===== config.mk =====
export PLATFORM = sky130hd
export DESIGN_NAME = fwd_forwarding_unit
export DESIGN_NICKNAME = d
export VERILOG_FILES = /design/src/rtl/fwd_forwarding_unit_pkg.sv /design/src/rtl/fwd_forwarding_unit_match_cmp.sv /design/src/rtl/fwd_forwarding_unit.sv
export SDC_FILE = /design/constraint.sdc
export NUM_CORES = 1
export LEC_CHECK = 0
export CAP_MARGIN = 15
export CORE_AREA = 8 8 45 47
export DETAILED_ROUTE_END_ITERATION = 6
export DIE_AREA = 0 0 53 55
export DONT_BUFFER_PORTS = 1
export SLEW_MARGIN = 20
export SYNTH_ARGS = -nofsm -noshare
export SYNTH_HDL_FRONTEND = slang
export SYNTH_SLANG_ARGS = --single-unit

===== constraint.sdc =====
create_clock -name vclk -period 1.7
set_clock_uncertainty 0.15 [all_clocks]
set_input_delay 0 -clock vclk [all_inputs]
set_output_delay 0 -clock vclk [all_outputs]
set_load 0.005 [all_outputs]

===== src/rtl/fwd_forwarding_unit_pkg.sv =====
// Shared definitions for the operand forwarding unit: default register-address
// width, the x0 address and the forwarding-select encodings.
package fwd_forwarding_unit_pkg;

    // Default register-address width (32-entry register file)
    localparam int unsigned FWD_REG_ADDR_W_DEF = 5;

    // Register x0 is hard-wired to zero and is never a forwarding source
    localparam int unsigned FWD_X0_ADDR = 0;

    // Forwarding select: bit0 = operand A, bit1 = operand B
    typedef logic [1:0] fwd_sel_t;

    localparam fwd_sel_t FWD_NONE = 2'b00;
    localparam fwd_sel_t FWD_A    = 2'b01;
    localparam fwd_sel_t FWD_B    = 2'b10;
    localparam fwd_sel_t FWD_AB   = 2'b11;

    // Map per-operand hit flags onto the select encoding
    function automatic fwd_sel_t fwd_sel_pack(input logic a_hit, input logic b_hit);
        case ({b_hit, a_hit})
            2'b01:   return FWD_A;
            2'b10:   return FWD_B;
            2'b11:   return FWD_AB;
            default: return FWD_NONE;
        endcase
    endfunction

endpackage


===== src/rtl/fwd_forwarding_unit_match_cmp.sv =====
// Single-level forwarding comparator: flags which source operands of the
// decode-slot instruction match a producing destination register.
module fwd_match_cmp
    import fwd_forwarding_unit_pkg::*;
#(
    parameter int unsigned REG_ADDR_W = FWD_REG_ADDR_W_DEF
) (
    input  logic [REG_ADDR_W-1:0] ra_i,
    input  logic [REG_ADDR_W-1:0] rb_i,
    input  logic [REG_ADDR_W-1:0] rd_i,
    output fwd_sel_t              sel_o
);

    logic rd_live;
    logic a_hit;
    logic b_hit;

    // Compare both sources against rd; a write to x0 never forwards
    always_comb begin
        rd_live = (rd_i != REG_ADDR_W'(FWD_X0_ADDR));
        a_hit   = rd_live && (ra_i == rd_i);
        b_hit   = rd_live && (rb_i == rd_i);
        sel_o   = fwd_sel_pack(a_hit, b_hit);
    end

endmodule


===== src/rtl/fwd_forwarding_unit.sv =====
// Operand forwarding unit. The ID-stage select is purely combinational.
// Optional EX-stage tracking is enabled with macro FWD_EX_STAGE_EN, which adds
// an ex_rd register and the fwd_ex_sel_out port.
module fwd_forwarding_unit
    import fwd_forwarding_unit_pkg::*;
#(
    parameter int unsigned REG_ADDR_W = FWD_REG_ADDR_W_DEF
) (
    input  logic                  clk_in,
    input  logic                  rst_n_in,
    input  logic [REG_ADDR_W-1:0] fwd_if_ra_addr_in,
    input  logic [REG_ADDR_W-1:0] fwd_if_rb_addr_in,
    input  logic [REG_ADDR_W-1:0] fwd_id_rd_addr_in,
    output logic [1:0]            fwd_mux_sel_out
`ifdef FWD_EX_STAGE_EN
   ,output logic [1:0]            fwd_ex_sel_out
`endif
);

    fwd_sel_t id_sel;

    fwd_match_cmp #(
        .REG_ADDR_W (REG_ADDR_W)
    ) u_id_cmp (
        .ra_i  (fwd_if_ra_addr_in),
        .rb_i  (fwd_if_rb_addr_in),
        .rd_i  (fwd_id_rd_addr_in),
        .sel_o (id_sel)
    );

    // ID-stage select drives the output directly, independent of clock/reset
    always_comb begin
        fwd_mux_sel_out = id_sel;
    end

`ifdef FWD_EX_STAGE_EN
    logic [REG_ADDR_W-1:0] ex_rd_q;
    logic [REG_ADDR_W-1:0] ex_rd_d;
    fwd_sel_t              ex_sel;

    // ex_rd follows the ID destination one cycle later
    always_comb begin
        ex_rd_d = fwd_id_rd_addr_in;
    end

    // ex_rd register; reset to x0 so nothing forwards from EX
    always_ff @(posedge clk_in or negedge rst_n_in) begin
        if (!rst_n_in) begin
            ex_rd_q <= '0;
        end else begin
            ex_rd_q <= ex_rd_d;
        end
    end

    fwd_match_cmp #(
        .REG_ADDR_W (REG_ADDR_W)
    ) u_ex_cmp (
        .ra_i  (fwd_if_ra_addr_in),
        .rb_i  (fwd_if_rb_addr_in),
        .rd_i  (ex_rd_q),
        .sel_o (ex_sel)
    );

    // Newer ID result wins: any operand hit by both levels suppresses EX
    always_comb begin
        if ((ex_sel & id_sel) != FWD_NONE) begin
            fwd_ex_sel_out = FWD_NONE;
        end else begin
            fwd_ex_sel_out = ex_sel;
        end
    end
`else
    logic unused_clk_rst;

    // Clock and reset exist only for port compatibility in this build
    always_comb begin
        unused_clk_rst = &{1'b0, clk_in, rst_n_in};
    end
`endif

endmodule


==> out/results.tsv, run 1 <==
metric	value	unit
Warnings, synthesis	0	
RSZ-0062 raised after global routing	false	
Routed Antenna Nets	0	
Max-slew headroom	74.1	%
worst slew pin tran	0.384	ns
core area	1380	µm²
DIE HEIGHT	55	µm
HP Class	input pin to output pin	
# resized after CTS	0	
dpl ws	0.815	ns
Layout Nets	35	
Mapped Area	121	µm²
placed cell count	32	
maxcap violations	0	
postcts setup bufs	0	
Die Area	2920	µm²
Mapped Cells	16	
Pwr Total	0.0241	mW
row count	14	
vias in the first global route	100	
total grt overflow	0	
multi-input logic area	121	µm²
GPL Wtd Cong	0.580	
Slowest-stage cell, CP	or4_1	
setup_tns	0	ns
Detailed Route Iter0 Violations	0	
power per cell area	170	nW/µm²
layout cells sized above 1	0	%
Leakage	0.0361	nW
crit path kind	input pin to output pin	
worst setup margin	0.825	ns
data arrival time of the critical path	0.72	ns
n_diodes	0	
worst path bufs/invs	0	
clock buffers	0	
Tmin final	0.875	ns
Synth Area per Inst	7.59	µm²
pin count of the biggest net entering global routing	4	
CP delay by family, top	simple AND/OR/NAND/NOR gates	
fin cells	32	
die width	53	µm
required time of the critical path	1.55	ns
Top-Level Pins	19	
Finish-stage setup viols	0	
area growth from synthesis to layout	16.5	%
via count	111	
CP peak stage delay	0.50	ns
WL/cell	14.2	µm
run status	complete, no violations	
final hold vios	0	
peak fanout along the critical path	3	
IO buf count	0	
initial antenna violation count	0	
element type at the critical path end	output pin	
fmax	1140	MHz
global-route wire length before repair	496	µm
Filler cells	161	
Post-Syn Nets	33	
drt total wl	453	µm
Total GRT Usage	2.34	%
DRC violations left	0	
hold_buf cts	0	
Netlist cell types	6	
Detailed Routing Iterations Pass 1	1	
Seq/Total Area, Yosys	0	%
Initial Util	8.77	%
VDD IR max	0.0170	mV
register area	0	µm²
Seq cells	0	
vias per inst	3.47	
CP Launch Type	input pin	
Final Max Tran Viols	0	
final cycle utilization of the critical path	51.5	%
worst-path cell chain	or4_1, nor2_1, nor4_1	
routing by layer:
| metal | vias up | part of all wire, % | global-route usage, % |
|---|---|---|---|
| met3 | 0 | 26 | 2.67 |
| li1 | 56 | - | - |
| met1 | 46 | 26 | 1.81 |
| met2 | 9 | 47 | 4.10 |
| met5 | - | 0 | 0 |
| met4 | 0 | 0 | 0 |
cell type report:
type / instances / share of cell area (%)
multi-input combinational: 16 / 85.8
tap: 16 / 14.2
power by group:
part	total (mW)	switching (mW)	internal (mW)
Sequential	0	0	0
Clock	0	0	0
Combinational	0.0241	0.00821	0.0159
stage by stage:
step	hold slack [ns]	area [µm²]	util, %
finish	0.00766	141	10.2
global route	0.0168	141	10.2
CTS	0.0105	141	10.2
detailed placement	0.0105	141	10.2
global placement	0.0111	141	10.2
floorplan	-0.0133	121	-
cells in the mapped netlist:
cell	n	area, µm²
nand3_1	2	10.0
nor2_1	1	3.75
nor4_1	2	12.5
or4_1	1	7.51
xnor2_1	6	52.6
xor2_1	4	35.0
worst min-delay path, stage by stage:
cell,delay (ns)
xnor2_1,0.04
nand3_1,0.06
nor4_1,0.06
cells by family after synthesis:
| logic type | count (synthesis) | share of synthesized area [%] |
|---|---|---|
| xor gates and xnor gates | 10 | 72.2 |
| and+or+nand+nor | 6 | 27.8 |
layout by cell type (no fill, tap or decap):
cell / synthesis / final
nor2_1: 1 / 1
xnor2_1: 6 / 6
nor4_1: 2 / 2
nand3_1: 2 / 2
or4_1: 1 / 1
xor2_1: 4 / 4
worst paths after layout:
kind | cells past startpoint | endpoint | from
setup / recovery | 3 | fwd_mux_sel_out[1] | fwd_id_rd_addr_in[0]
hold / removal | 3 | fwd_mux_sel_out[1] | fwd_if_rb_addr_in[3]
(Power assumes the default switching activity.)
==> inputs of run 2 (changes only) <==
==> constraint.sdc (replaced) <==
create_clock -name vclk -period 0.8
set_clock_uncertainty 0.15 [all_clocks]
set_input_delay 0 -clock vclk [all_inputs]
set_output_delay 0 -clock vclk [all_outputs]
set_load 0.005 [all_outputs]
==> run 2 against run 1 <==
Via count is 1.8% higher; sequential share of layout area stayed put; critical endpoint is now fwd_mux_sel_out[0]; cell count stayed put; final area is 17% higher; critical path type unchanged; global-route usage is 1.1 points higher; first-iteration DRC count stayed put; the flow now finishes with violations (setup timing).
==> out/results.tsv, run 2 (synthesized netlist as in run 1, its figures left out) <==
metric	value	unit	change
Total GRT Usage	3.43	%	+1.1 points
n_diodes	0		unchanged
Comb pwr share	100.0	%	about the same
worst setup margin	-0.0613	ns	-0.886 ns
data arrival time of the critical path	0.71	ns	about the same
DIE HEIGHT	55	µm	unchanged
GPL Wtd Cong	0.536		-7.5%
vias per inst	3.53		+1.8%
run status	complete, but fails checks		
failing checks	setup timing		
Finish-stage setup viols	2		+2
die width	53	µm	unchanged
total grt overflow	0		unchanged
Detailed Routing Iterations Pass 1	1		unchanged
Int Pwr	0.0368	mW	+130%
Detailed Route Iter0 Violations	0		unchanged
drt total wl	531	µm	+17%
clock buffers	0		unchanged
IO buf count	0		unchanged
area growth from synthesis to layout	36.1	%	
fmax	1160	MHz	
most common cell after layout, fill and taps aside	xnor2_1		
initial antenna violation count	0		unchanged
Seq cells	0		unchanged
Pwr Total	0.0608	mW	+150%
Seq pwr share	0	%	unchanged
Tmin final	0.861	ns	
final cycle utilization of the critical path	108	%	
dpl ws	-0.0673	ns	-0.882 ns
Final Max Tran Viols	0		unchanged
worst slew pin tran	0.281	ns	-0.103 ns
DRC violations left	0		unchanged
row count	14		unchanged
worst hold slack	0.0175	ns	+0.00989 ns
Max-slew headroom	81.1	%	+7.0 points
element type at the critical path end	output pin		
postcts setup bufs	0		unchanged
pin count of the biggest net entering global routing	4		unchanged
clock power share	0	%	unchanged
most frequent cells in the layout	xnor2_1 (6), xor2_1 (4), nand3_1 (2), nor4_2 (2)		
vias in the first global route	131		+31%
required time of the critical path	0.65	ns	-0.90 ns
final hold vios	0		unchanged
Initial Util	8.77	%	unchanged
power per cell area	368	nW/µm²	+120%
peak fanout along the critical path	3		unchanged
Layout Nets	35		unchanged
core area	1380	µm²	unchanged
maxcap violations	0		unchanged
Routed Antenna Nets	0		unchanged
WL/cell	16.6	µm	+17%
HP Class	input pin to output pin		
Die Area	2920	µm²	unchanged
RSZ-0062 raised after global routing	true		
layout cells sized above 1	25.0	%	+25 points
global-route wire length before repair	731	µm	+47%
Leakage	0.0386	nW	+7.0%
register area	0	µm²	unchanged
VDD IR max	0.0391	mV	+130%
crit path kind	input pin to output pin		
CP Launch Type	input pin		
Sw Pwr	0.0240	mW	+190%
switch share	39.4	%	+5.3 points
via count	113		+1.8%
Top-Level Pins	19		unchanged
[run 2: cell counts in the layout (fill, tap and decap cells not counted)]
No cell type changed its count.
[run 2: metal layers]
| layer | part of all wire (%) | vias to the layer above | GRT usage, % |
|---|---|---|---|
| met2 | 59 | 7 | 7.42 |
| met4 | 0 | 0 | 0 |
| met1 | 28 | 50 | 3.17 |
| met3 | 12 | 0 | 1.07 |
| met5 | 0 | - | 0 |
| li1 | - | 56 | - |
[run 2: final cells by class]
class,instances,area [µm²]
Multi-Input combinational cell,16,145
Tap cell,16,20.0
Fill cell,161,1220
[run 2: critical path: stages]
cell and delay (ns):
or4_4 0.53, nor2_4 0.12, nor4_2 0.06
[run 2: power by group through the flow]
stage          logic [mW]  clock network [mW]  registers (mW)
2_1_floorplan      0.0526                   0               0
3_3_place_gp       0.0572                   0               0
3_5_place_dp       0.0585                   0               0
4_1_cts            0.0586                   0               0
5_1_grt            0.0687                   0               0
6_report           0.0608                   0               0
[run 2: repair_timing]
item | in CTS | in global routing
hold buffers | 0 | 0
endpoints found under the hold margin | 0 | 0
endpoints found under the setup margin | 2 | 2
gates resized for setup | 0 | 1
[run 2: metrics by stage]
| stage | setup TNS, ns | util, % | instance area [µm²] | std cells |
|---|---|---|---|---|
| 6_report | -0.120 | 11.9 | 165 | 32 |
| 5_1_grt | -0.159 | 11.9 | 165 | 32 |
| 4_1_cts | -0.127 | 11.5 | 159 | 32 |
| 3_5_place_dp | -0.122 | 11.5 | 159 | 32 |
| 3_3_place_gp | -0.0929 | 11.5 | 159 | 32 |
| 2_1_floorplan | -0.0699 | - | 139 | 16 |
[run 2: path summary, 6_finish.rpt]
| kind | start | to | slack, ns | cells past startpoint |
|---|---|---|---|---|
| setup / recovery | fwd_id_rd_addr_in[0] | fwd_mux_sel_out[0] | -0.06 | 3 |
| hold / removal | fwd_id_rd_addr_in[4] | fwd_mux_sel_out[1] | 0.02 | 2 |
==> inputs of run 3 (changes only) <==
--- a/config.mk
+++ b/config.mk
@@ -5,6 +5,7 @@
 export SDC_FILE = /design/constraint.sdc
 export NUM_CORES = 1
 export LEC_CHECK = 0
+export ABC_AREA = 1
 export CAP_MARGIN = 15
 export CORE_AREA = 8 8 45 47
 export DETAILED_ROUTE_END_ITERATION = 6
==> run 3 against run 2 <==
The flow now finishes without violations; utilization grew 4.0 points; non-clock buffer count stayed put; synthesized area rose by 65%; critical endpoint unchanged.
==> out/results.tsv, run 3 <==
metric	value	unit	change
met3 GRT Util	2.67	%	+1.6 points
clock power share	0	%	unchanged
Tmin final	0.547	ns	-0.314 ns
data arrival time of the critical path	0.40	ns	-0.31 ns
Hold Crit Depth	3		+1
DIE HEIGHT	55	µm	unchanged
Seq/Total Area, Yosys	0	%	unchanged
Total GRT Usage	3.43	%	unchanged
Seq cells	0		unchanged
DRC violations left	0		unchanged
required time of the critical path	0.65	ns	about the same
hold path endpoint	fwd_mux_sel_out[1]		
Pwr Total	0.0785	mW	+29%
RSZ-0062 raised after global routing	false		
Warnings, synthesis	0		unchanged
IO buf count	0		unchanged
layer carrying the most global-route usage	met2		
Post-Syn Nets	65		+97%
GPL Wtd Cong	0.731		+36%
fin util	15.9	%	+4.0 points
run status	complete, no violations		
area leader, netlist	nand2_1		
worst slew pin tran	0.127	ns	-0.154 ns
Detailed Route Iter0 Violations	4		+4
Seq pwr share	0	%	unchanged
Max-slew headroom	91.5	%	+10 points
peak fanout along the critical path	3		unchanged
Leakage	0.149	nW	+290%
VDD IR max	0.0574	mV	+47%
pin count of the biggest net entering global routing	5		+1
dpl ws	0.235	ns	+0.303 ns
Synth top cells by count	nand2_1 (26), inv_1 (8), inv_2 (4), nor2_1 (3)		
top post-synthesis cells by area	nand2_1 (49%), inv_1 (15%), xnor2_1 (8.8%)		
Mapped Cells	48		+32
switch share	55.1	%	+16 points
worst setup margin	0.253	ns	+0.314 ns
Finish-stage setup viols	0		-2
GR Util met1	2.11	%	-1.1 points
share of the synthesized area in the top cell type	48.7	%	+5.5 points
Routed Antenna Nets	0		unchanged
Sw Pwr	0.0432	mW	+80%
vias per inst	3.67		+4.0%
die width	53	µm	unchanged
Layout Nets	67		+91%
layout cells sized above 1	12.5	%	-13 points
most frequent cells in the layout	nand2_1 (26), inv_1 (8), inv_2 (4)		
global-route wire length before repair	807	µm	+10%
Top-Level Pins	19		unchanged
total grt overflow	0		unchanged
Final Max Tran Viols	0		unchanged
Int Pwr	0.0352	mW	-4.3%
Die Area	2920	µm²	unchanged
initial antenna violation count	0		unchanged
Post-DP HPWL	584	µm	
n_diodes	0		unchanged
Mapped Area	200	µm²	+65%
drt total wl	602	µm	+13%
met2 usage	7.62	%	+0.20 points
setup_tns	0	ns	+0.120 ns
clock buffers	0		unchanged
via count	235		+110%
vias in the first global route	222		+69%
Comb pwr share	100.0	%	about the same
# resized after CTS	0		unchanged
area growth from synthesis to layout	10.0	%	
row count	14		unchanged
Synth Area per Inst	4.17	µm²	-45%
Initial Util	14.5	%	+5.7 points
postcts setup bufs	0		unchanged
fmax	1830	MHz	+57%
Hold Path Origin	fwd_if_rb_addr_in[2]		
Detailed Routing Iterations Pass 1	2		+1
element type at the critical path end	output pin		
final hold vios	0		unchanged
most common cell after layout, fill and taps aside	nand2_1		
Netlist cell types	8		+2
power per cell area	356	nW/µm²	-3.2%
crit path kind	input pin to output pin		
Filler cells	172		+6.8%
HP Class	input pin to output pin		
maxcap violations	0		unchanged
most common cell in the netlist	nand2_1		
final cycle utilization of the critical path	68.4	%	-39 points
WL/cell	9.41	µm	-43%
register area	0	µm²	unchanged
CP Launch Type	input pin		
hold_buf cts	0		unchanged
core area	1380	µm²	unchanged
-- run 3: worst max-delay path by stage --
stage                     slack, ns                  from                  to  cells past startpoint
final                          0.25  fwd_id_rd_addr_in[0]  fwd_mux_sel_out[0]                      6
after global routing           0.16  fwd_id_rd_addr_in[0]  fwd_mux_sel_out[0]                      6
after CTS                      0.24  fwd_id_rd_addr_in[0]  fwd_mux_sel_out[1]                      6
after detailed placement       0.24  fwd_id_rd_addr_in[0]  fwd_mux_sel_out[1]                      6
after global placement         0.24  fwd_id_rd_addr_in[0]  fwd_mux_sel_out[0]                      6
after floorplan                0.32  fwd_if_ra_addr_in[0]  fwd_mux_sel_out[0]                      6
-- run 3: metal layers --
layer,vias to the layer above,part of all wire [%]
li1,136,-
met3,0,17
met1,90,28
met5,-,0
met4,0,0
met2,9,55
-- run 3: power groups by stage --
stage                     Combinational, mW  Sequential [mW]  Clock (mW)
after CTS                            0.0801                0           0
after detailed placement             0.0798                0           0
after floorplan                      0.0687                0           0
after global placement               0.0770                0           0
after global routing                 0.0904                0           0
final                                0.0785                0           0
-- run 3: logic make-up (layout without fill, tap and decap cells) --
kind of cell / count (synthesis) / after routing / synth area share (%)
buffers and inverters: 12 / 12 / 22.5
xor gates and xnor gates: 2 / 2 / 8.75
and+or+nand+nor: 34 / 34 / 68.7
-- run 3: stage by stage --
step / hold slack (ns) / cell area, µm² / cells
6_report: 0.0132 / 220 / 64
5_1_grt: 0.0211 / 220 / 64
4_1_cts: 0.0188 / 220 / 64
3_5_place_dp: 0.0182 / 220 / 64
3_3_place_gp: 0.0165 / 220 / 64
2_1_floorplan: -0.00245 / 200 / 48
-- run 3: cell type report --
class	count	area, µm²	share of cell area, %
tap	16	20.0	9.09
multi-input combinational	36	155	70.5
inverter	12	45.0	20.5
-- run 3: critical path, cell delays in order --
cell and delay (ns):
inv_2 0.03, nand2_1 0.04, nand2_1 0.04, nor2_1 0.10, nand2_1 0.07, nor2_2 0.11
